### config.mk
export PLATFORM = sky130hd
export DESIGN_NAME = if_fetch_unit
export DESIGN_NICKNAME = d
export VERILOG_FILES = /design/src/rtl/if_fetch_unit_pkg.sv /design/src/rtl/if_fetch_unit_queue.sv /design/src/rtl/if_fetch_unit.sv
export SDC_FILE = /design/constraint.sdc
export NUM_CORES = 1
export LEC_CHECK = 0
export ABC_CLOCK_PERIOD_IN_PS = 8700
export BUFFER_PORTS_ARGS = -buffer_cell sky130_fd_sc_hd__buf_2
export CAP_MARGIN = 20
export CORE_ASPECT_RATIO = 1.75
export CORE_MARGIN = 10
export CORE_UTILIZATION = 60
export DETAILED_ROUTE_END_ITERATION = 7
export PLACE_DENSITY_LB_ADDON = 0.25
export SYNTH_ARGS = -nofsm -noshare
export SYNTH_HDL_FRONTEND = slang
export SYNTH_SLANG_ARGS = --single-unit
### constraint.sdc
create_clock -name cpu_clk -period 8.7 [get_ports cpu_clk]
set_input_delay 0.435 -clock cpu_clk [delete_from_list [all_inputs] [get_ports cpu_clk]]
set_output_delay 0.435 -clock cpu_clk [all_outputs]
set_load 0.05 [all_outputs]
### src/rtl/if_fetch_unit_pkg.sv
// Shared definitions for the instruction-fetch stage: FSM encodings, PC step,
// default reset PC, instruction width and a saturating counter helper.
package if_fetch_unit_pkg;

    localparam int unsigned INST_W           = 32;
    localparam logic [31:0] PC_INC           = 32'd4;
    localparam logic [31:0] DEFAULT_RESET_PC = 32'h0000_0000;

    localparam logic [0:0] FS_FETCH   = 1'b0;
    localparam logic [0:0] FS_DISCARD = 1'b1;

    function automatic logic [31:0] sat_add32(input logic [31:0] a, input logic [31:0] b);
        logic [32:0] sum;
        sum = {1'b0, a} + {1'b0, b};
        return sum[32] ? '1 : sum[31:0];
    endfunction

endpackage

### src/rtl/if_fetch_unit_queue.sv
// fetch_queue: synchronous circular FIFO holding {inst, pc} pairs; flush beats push.
module fetch_queue
    import if_fetch_unit_pkg::*;
#(
    parameter int unsigned QDEPTH = 2,
    parameter int unsigned W      = 64
) (
    input  logic                     clk,
    input  logic                     rst,
    input  logic                     push,
    input  logic [W-1:0]             push_data,
    input  logic                     pop,
    input  logic                     flush,
    output logic [W-1:0]             head_data,
    output logic [$clog2(QDEPTH):0]  count
);

    localparam int unsigned AW = $clog2(QDEPTH);
    localparam int unsigned CW = AW + 1;

    logic [W-1:0]  mem [QDEPTH];
    logic [AW-1:0] wr_ptr;
    logic [AW-1:0] rd_ptr;
    logic          do_push;
    logic          do_pop;

    assign do_pop    = pop && (count != '0);
    assign do_push   = push && ((count != CW'(QDEPTH)) || do_pop);
    assign head_data = mem[rd_ptr];

    always_ff @(posedge clk) begin
        if (rst) begin
            wr_ptr <= '0;
            rd_ptr <= '0;
            count  <= '0;
            for (int unsigned i = 0; i < QDEPTH; i++) begin
                mem[i] <= '0;
            end
        end else if (flush) begin
            rd_ptr <= wr_ptr;
            count  <= '0;
        end else begin
            if (do_push) begin
                mem[wr_ptr] <= push_data;
                wr_ptr      <= wr_ptr + AW'(1);
            end
            if (do_pop) begin
                rd_ptr <= rd_ptr + AW'(1);
            end
            count <= count + CW'(do_push) - CW'(do_pop);
        end
    end

endmodule

### src/rtl/if_fetch_unit.sv
// Instruction-fetch stage: PC owner, single-outstanding ROM requester, decode queue.
// Optional statistics counters are enabled by defining IF_FETCH_STAT_EN.
module if_fetch_unit
    import if_fetch_unit_pkg::*;
#(
    parameter logic [31:0] RESET_PC = DEFAULT_RESET_PC,
    parameter int unsigned QDEPTH   = 2
) (
    input  logic              cpu_clk,
    input  logic              cpu_rst,
    output logic              irom_req,
    output logic [31:0]       irom_addr,
    input  logic              irom_ack,
    input  logic [INST_W-1:0] irom_rdata,
    output logic              inst_valid,
    output logic [INST_W-1:0] inst,
    output logic [31:0]       inst_pc,
    input  logic              inst_ready,
    input  logic              redir_valid,
    input  logic [31:0]       redir_pc
`ifdef IF_FETCH_STAT_EN
    ,
    output logic [31:0]       stat_fetched,
    output logic [31:0]       stat_squashed,
    output logic [31:0]       stat_stall
`endif
);

    localparam int unsigned CW = $clog2(QDEPTH) + 1;

    logic [0:0]          fsm;
    logic [0:0]          fsm_nxt;
    logic [31:0]         pc;
    logic [31:0]         pc_nxt;
    logic [31:0]         target;
    logic                ack_fire;
    logic                push;
    logic                pop;
    logic                flush;
    logic                busy_next;
    logic                issue;
    logic [CW-1:0]       count;
    logic [CW-1:0]       count_next;
    logic [INST_W+31:0]  head;

    assign ack_fire   = irom_req & irom_ack;
    assign target     = redir_pc & 32'hFFFF_FFFC;
    assign flush      = redir_valid;
    assign push       = ack_fire & (fsm == FS_FETCH) & ~redir_valid;
    assign pop        = inst_valid & inst_ready;
    assign inst_valid = (count != '0);
    assign inst       = head[INST_W+31:32];
    assign inst_pc    = head[31:0];

    fetch_queue #(
        .QDEPTH (QDEPTH),
        .W      (INST_W + 32)
    ) u_queue (
        .clk       (cpu_clk),
        .rst       (cpu_rst),
        .push      (push),
        .push_data ({irom_rdata, irom_addr}),
        .pop       (pop),
        .flush     (flush),
        .head_data (head),
        .count     (count)
    );

    // Credit is judged on the post-edge occupancy so a push and a new request
    // can coincide, sustaining one word per cycle against a zero-wait ROM.
    always_comb begin
        pc_nxt = pc;
        if (redir_valid) begin
            pc_nxt = target;
        end else if (push) begin
            pc_nxt = irom_addr + PC_INC;
        end

        busy_next = irom_req & ~irom_ack;
        if (flush) begin
            count_next = '0;
        end else begin
            count_next = count + CW'(push) - CW'(pop);
        end
        issue = ~busy_next & (count_next < CW'(QDEPTH));

        fsm_nxt = fsm;
        if (fsm == FS_FETCH) begin
            if (redir_valid && busy_next) begin
                fsm_nxt = FS_DISCARD;
            end
        end else if (ack_fire) begin
            fsm_nxt = FS_FETCH;
        end
    end

    always_ff @(posedge cpu_clk) begin
        if (cpu_rst) begin
            fsm       <= FS_FETCH;
            pc        <= RESET_PC;
            irom_req  <= 1'b0;
            irom_addr <= RESET_PC;
        end else begin
            fsm <= fsm_nxt;
            pc  <= pc_nxt;
            if (issue) begin
                irom_req  <= 1'b1;
                irom_addr <= pc_nxt;
            end else if (!busy_next) begin
                irom_req <= 1'b0;
            end
        end
    end

`ifdef IF_FETCH_STAT_EN
    logic [31:0] squash_inc;

    // Entries popped during a redirect were consumed by decode, not squashed.
    always_comb begin
        squash_inc = 32'(ack_fire & ((fsm == FS_DISCARD) | redir_valid));
        if (flush) begin
            squash_inc = squash_inc + 32'(count - CW'(pop));
        end
    end

    always_ff @(posedge cpu_clk) begin
        if (cpu_rst) begin
            stat_fetched  <= '0;
            stat_squashed <= '0;
            stat_stall    <= '0;
        end else begin
            stat_fetched  <= sat_add32(stat_fetched, 32'(push));
            stat_squashed <= sat_add32(stat_squashed, squash_inc);
            stat_stall    <= sat_add32(stat_stall, 32'(inst_valid & ~inst_ready));
        end
    end
`endif

endmodule

# After elaboration in Yosys (flattened, before gate mapping)
# Memory sizes are Yosys's and may differ from the RTL's. A register that Yosys moved wholly into a read port is not among the register bits.
# Index checks and enable logic that the tools add are counted.
[classes]
add_sub_neg = 7
n_eq_ne = 2
n_reduce_logical = 9
n_mux = 21
n_mul = 0
order_cmp = 1
shifts = 0
div_mod_pow = 0
bitwise = 10
[ops]
columns = ["operator", "n"]
rows = [
  ["two-way mux 32 bit", 2],
  ["two-way mux 64 bit", 1],
  ["OR reduction 64 bit", 1],
  ["adder 32 x 3 -> 32 bit (second input constant)", 1],
  ["two-way mux 1 bit", 17],
  ["bitwise AND 1 bit", 6],
  ["adder 2 x 1 -> 2 bit", 2],
  ["NOT 1 bit", 4],
  ["nonzero test 2 bit", 2],
  ["subtractor 2 x 1 -> 2 bit", 2],
  ["logical AND 1 bit", 3],
  ["adder 1 bit (second input constant)", 2],
  ["< comparator 2 bit (second input constant)", 1],
  ["two-way mux 2 bit", 1],
  ["inequality test 2 x 1 -> 1 bit (second input constant)", 1],
  ["inequality test 2 bit (second input constant)", 1],
  ["AND reduction 2 bit", 1],
  ["OR reduction 2 bit", 1],
  ["logical OR 1 bit", 1],
]
[totals]
memories = 1
inputBits = 69
latchBits = 0
word_cells = 58
register_bits = 70
ramBits = 128
mem_bits_ro = 0
[mem_list]
columns = ["memory", "words", "width", "read_ports", "rd_ports_with_merged_regs", "write_ports", "line", "text"]
rows = [
  ["u_queue.mem", 2, 64, 1, 1, 2, "if_fetch_unit_queue.sv:21", "logic [W-1:0] mem [QDEPTH];"],
]

# Depth between registers and ports, before layout
[logic_depth]
depth_word = 11
ltp_mapped = 9
depth_no_buf = 8

# Cells and area by module
# Synthesis repeated with hierarchy kept, for this count alone.
[unflattened]
cells_unflattened = 806
area_unflattened_um2 = 9308.9
[modules_own_cells]
columns = ["mod", "area_per_inst_um2", "n_inst", "cells_per_inst"]
rows = [
  ["fetch_queue", 5814.3, 1, 368],
  ["if_fetch_unit", 3494.6, 1, 438],
]

# Worst setup path after synthesis
# No wires, ideal clock.
[synth_timing]
path_kind = "register to register"
from = "register irom_req"
to = "memory u_queue.mem[0][0] (enable)"
stages_incl_launch_ff = 6
arrival_time_ps = 4392
setup_slack_ps = 3809
n_path_buf = 2
path_cell_list = "dfxtp_1 buf_2 nor4bb_1 buf_2 o21ai_2 o21bai_1"
[synth_lines]
columns = ["item", "line", "text"]
rows = [
  ["from (decl)", "if_fetch_unit.sv:11", "output logic irom_req,"],
  ["from (signal assigned)", "if_fetch_unit.sv:101", "irom_req <= 1'b0;"],
  ["from (signal assigned)", "if_fetch_unit.sv:107", "irom_req <= 1'b1;"],
  ["from (signal assigned)", "if_fetch_unit.sv:110", "irom_req <= 1'b0;"],
  ["to (decl)", "if_fetch_unit_queue.sv:21", ""],
]

==> metrics.yaml <==
slowest_stage: "buf_4"
viasPerCell: 5.92
synthFlopType: "edfxtp_1"
grt.total_usage_pct: 20.5
fin_crit_sh_pct: 33.7
period_minus_slack_ps: 2940
hp-class: "primary input to flop"
worst_pin_slew_ps: 983
clockBufferDepth: 2
slew_headroom_pct: 34.2
cts.htree.levels: 4
antenna_found_initial: 0
status: "complete, no violations"
power.leakage_nw: 4.28
fmax_mhz: 341
routabilityCongestion: 0.856
finalClockSkew_ps: 9.52
finalNonFillerCells: 1108
grt_start_max_net_pins: 79
synth_seq_area_share_pct: 57.6
synth_edf_count: 128
cts.clk_slew.worst_paths_ps: 70
power_frac_clock_pct: 34.8
switching_share_pct: 29.0
ys_warn_count: 0
tritoncts: "done"
drv_slew: 0
core-area_mm2: 0.0149
dp_hpwl_um: 14500
cts_buffers: 17
syn_area_per_cell_um2: 11.7
hold_viol_final: 0
grt_pass1_vias: 6812
layout.nets: 985
antennaDiodeCount: 0
synthArstFlopShare_pct: 0
placed_cells: 1076
finalInstanceArea_mm2: 0.0106
die_area_mm2: 0.0208
clock_latency_ps: 430
fin_tns_setup_ps: 0
worstPathRequired_ps: 8760
endpoint_kind: "flop"
maxCapViolCount: 0
setup_viol: 0
cp_top_family: "buffers and inverters"
hold_buffers: 0
internal_power_mw: 1.55
ios: 167
initial_core_util_pct: 61.3
post_cts_resized: 0
powerDensity_mw_per_mm2: 206
synth_cell_type_count: 62
drt-initial-drc-count: 435
vias: 6563
synth.cell_area_mm2: 0.00914
drive_gt1_share_pct: 31.8
areaGrowthSynthToFinish_pct: 16.2
cts_root_buf: "clkbuf_16"
crit_arrival_ps: 2990
synth_fp_nets: 854
synthCells: 781
drt.antenna.violating_nets: 0
routed_wl_um: 21500
postCtsSetupRepairBufs: 0
synth-seq-cells: 199
path_cells: "nor4bb_4, buf_4, o21ai_2, nor3b_4, or2_2, buf_4"
wire_per_inst_um: 19.4
worst_slack_ps: 5760
drc: 0
die_h_um: 183
die_w_um: 113
cpMostUsedCell: "buf_4"
drtPass1Iterations: 5
grt_overflow: 0
cp-start-kind: "flop"
p_sw_uw: 634
cp_slowest_stage_delay_ps: 650
dp_slack_ps: 5400
power_frac_seq_pct: 50.2
final_util_pct: 71.2
power_frac_comb_pct: 15.0
floorplan.rows: 59
placed_area_mm2: 0.0101
rsz0062_at_grt: "false"
path_buf_inv: 2
grt_pass1_wl_um: 34400
worstPathMaxFanout: 64
cts_sinks: 199
ir_drop_uv: 153
io_buffers: 164
criticalPathCategory: "flop to flop"
[synthesized netlist by cell type (3+ instances only)]
library cell	number	share of area [%]
nor2b_1	5	0.34
xnor2_1	14	1.3
nand2_1	32	1.3
edfxtp_1	128	42
and3_1	5	0.34
o21ai_1	4	0.22
nor3b_1	5	0.41
a311oi_1	11	1.1
dfxtp_1	71	16
a22oi_1	4	0.33
nand4_1	7	0.48
a211oi_1	6	0.49
nor2_1	69	2.8
ha_1	4	0.55
nor3_1	8	0.44
o21ai_0	10	0.55
xor2_1	5	0.48
a22o_1	3	0.29
and4_1	5	0.48
buf_2	20	1.1
a211oi_2	10	1.4
buf_4	6	0.49
clkbuf_1	34	1.4
inv_1	5	0.21
nor4_1	9	0.62
nand3_1	15	0.82
mux2i_1	5	0.55
and2_1	129	8.8
o21a_1	6	0.49
a21oi_1	31	1.7
a221oi_1	11	1.1
mux2_2	64	7.9
o31a_1	7	0.67
[layout make-up]
class / instances / area, µm²
Clock inverter: 14 / 139
Clock buffer: 18 / 429
Timing Repair Buffer: 175 / 923
Inverter: 5 / 18.8
Tap cell: 183 / 229
Multi-Input combinational cell: 514 / 3620
Sequential cell: 199 / 5270
Fill cell: 1091 / 4290
[metrics by stage]
| step | hold slack [ps] | power, mW |
|---|---|---|
| finish | 256 | 2.19 |
| global route | 252 | 2.26 |
| CTS | 245 | 2.20 |
| detailed placement | 506 | 1.45 |
| global placement | 459 | 1.43 |
| floorplan | 445 | 1.35 |
[flip-flops by register name, summed over array words and instances, names as in the netlist, named ones only]
signal / flops
pc: 32
irom_addr: 32
u_queue.rd_ptr: 1
irom_req: 1
u_queue.count: 2
u_queue.mem: 128
fsm: 1
u_queue.wr_ptr: 1
[cell usage in the layout (no fill, tap or decap), types with 8 or more instances in the layout]
cell / count
dfxtp_1: 70
nor4_1: 9
nor3_1: 8
a211oi_2: 10
nand2_1: 32
and2_1: 129
a221oi_1: 11
nand3_1: 15
clkbuf_16: 17
xnor2_1: 14
o21ai_0: 10
a21oi_1: 31
edfxtp_1: 128
buf_2: 164
mux2_2: 64
a311oi_1: 11
nor2_1: 69
buf_4: 10
[layer usage]
layer / global-route usage (%) / share of wire, % / routed length (µm) / vias to the layer above
li1: - / - / - / 3074
met1: 23.0 / 39 / 8290 / 3187
met2: 35.9 / 52 / 11300 / 259
met3: 4.51 / 6.1 / 1320 / 43
met4: 9.68 / 2.9 / 635 / 0
met5: 0 / 0 / 0 / -
[path summary, 6_finish.rpt]
| path | start | end | slack [ps] | cells after the start |
|---|---|---|---|---|
| setup reg to reg | irom_req$_SDFFE_PP0P_ | u_queue.mem[1][1]$_SDFFCE_PN0P_ | 5760 | 6 |
| hold / removal | irom_ack | fsm$_SDFF_PP0_ | 260 | 2 |
| hold reg to reg | pc[3]$_SDFF_PP0_ | pc[3]$_SDFF_PP0_ | 520 | 2 |
| setup / recovery | irom_req$_SDFFE_PP0P_ | u_queue.mem[1][1]$_SDFFCE_PN0P_ | 5760 | 6 |
[power groups by stage]
| stage | Clock, mW | Sequential (mW) | Combinational [mW] |
|---|---|---|---|
| after floorplan | 0 | 1.15 | 0.207 |
| after global placement | 0 | 1.11 | 0.321 |
| after detailed placement | 0 | 1.12 | 0.330 |
| after CTS | 0.771 | 1.10 | 0.331 |
| after global routing | 0.811 | 1.10 | 0.349 |
| final | 0.760 | 1.10 | 0.328 |
[cell families (layout without fill, tap and decap cells)]
family / after synthesis / in the layout / synth area share (%)
and+or+nand+nor: 305 / 305 / 18.6
adders and majority gates: 4 / 4 / 0.547
xor gates and xnor gates: 20 / 20 / 2.00
buffers and inverters: 68 / 212 / 3.33
muxes: 69 / 69 / 8.43
DFF: 199 / 199 / 57.6
AOI/OAI and AO/OA: 116 / 116 / 9.50
Note: power is estimated with default switching activity, not from simulation.
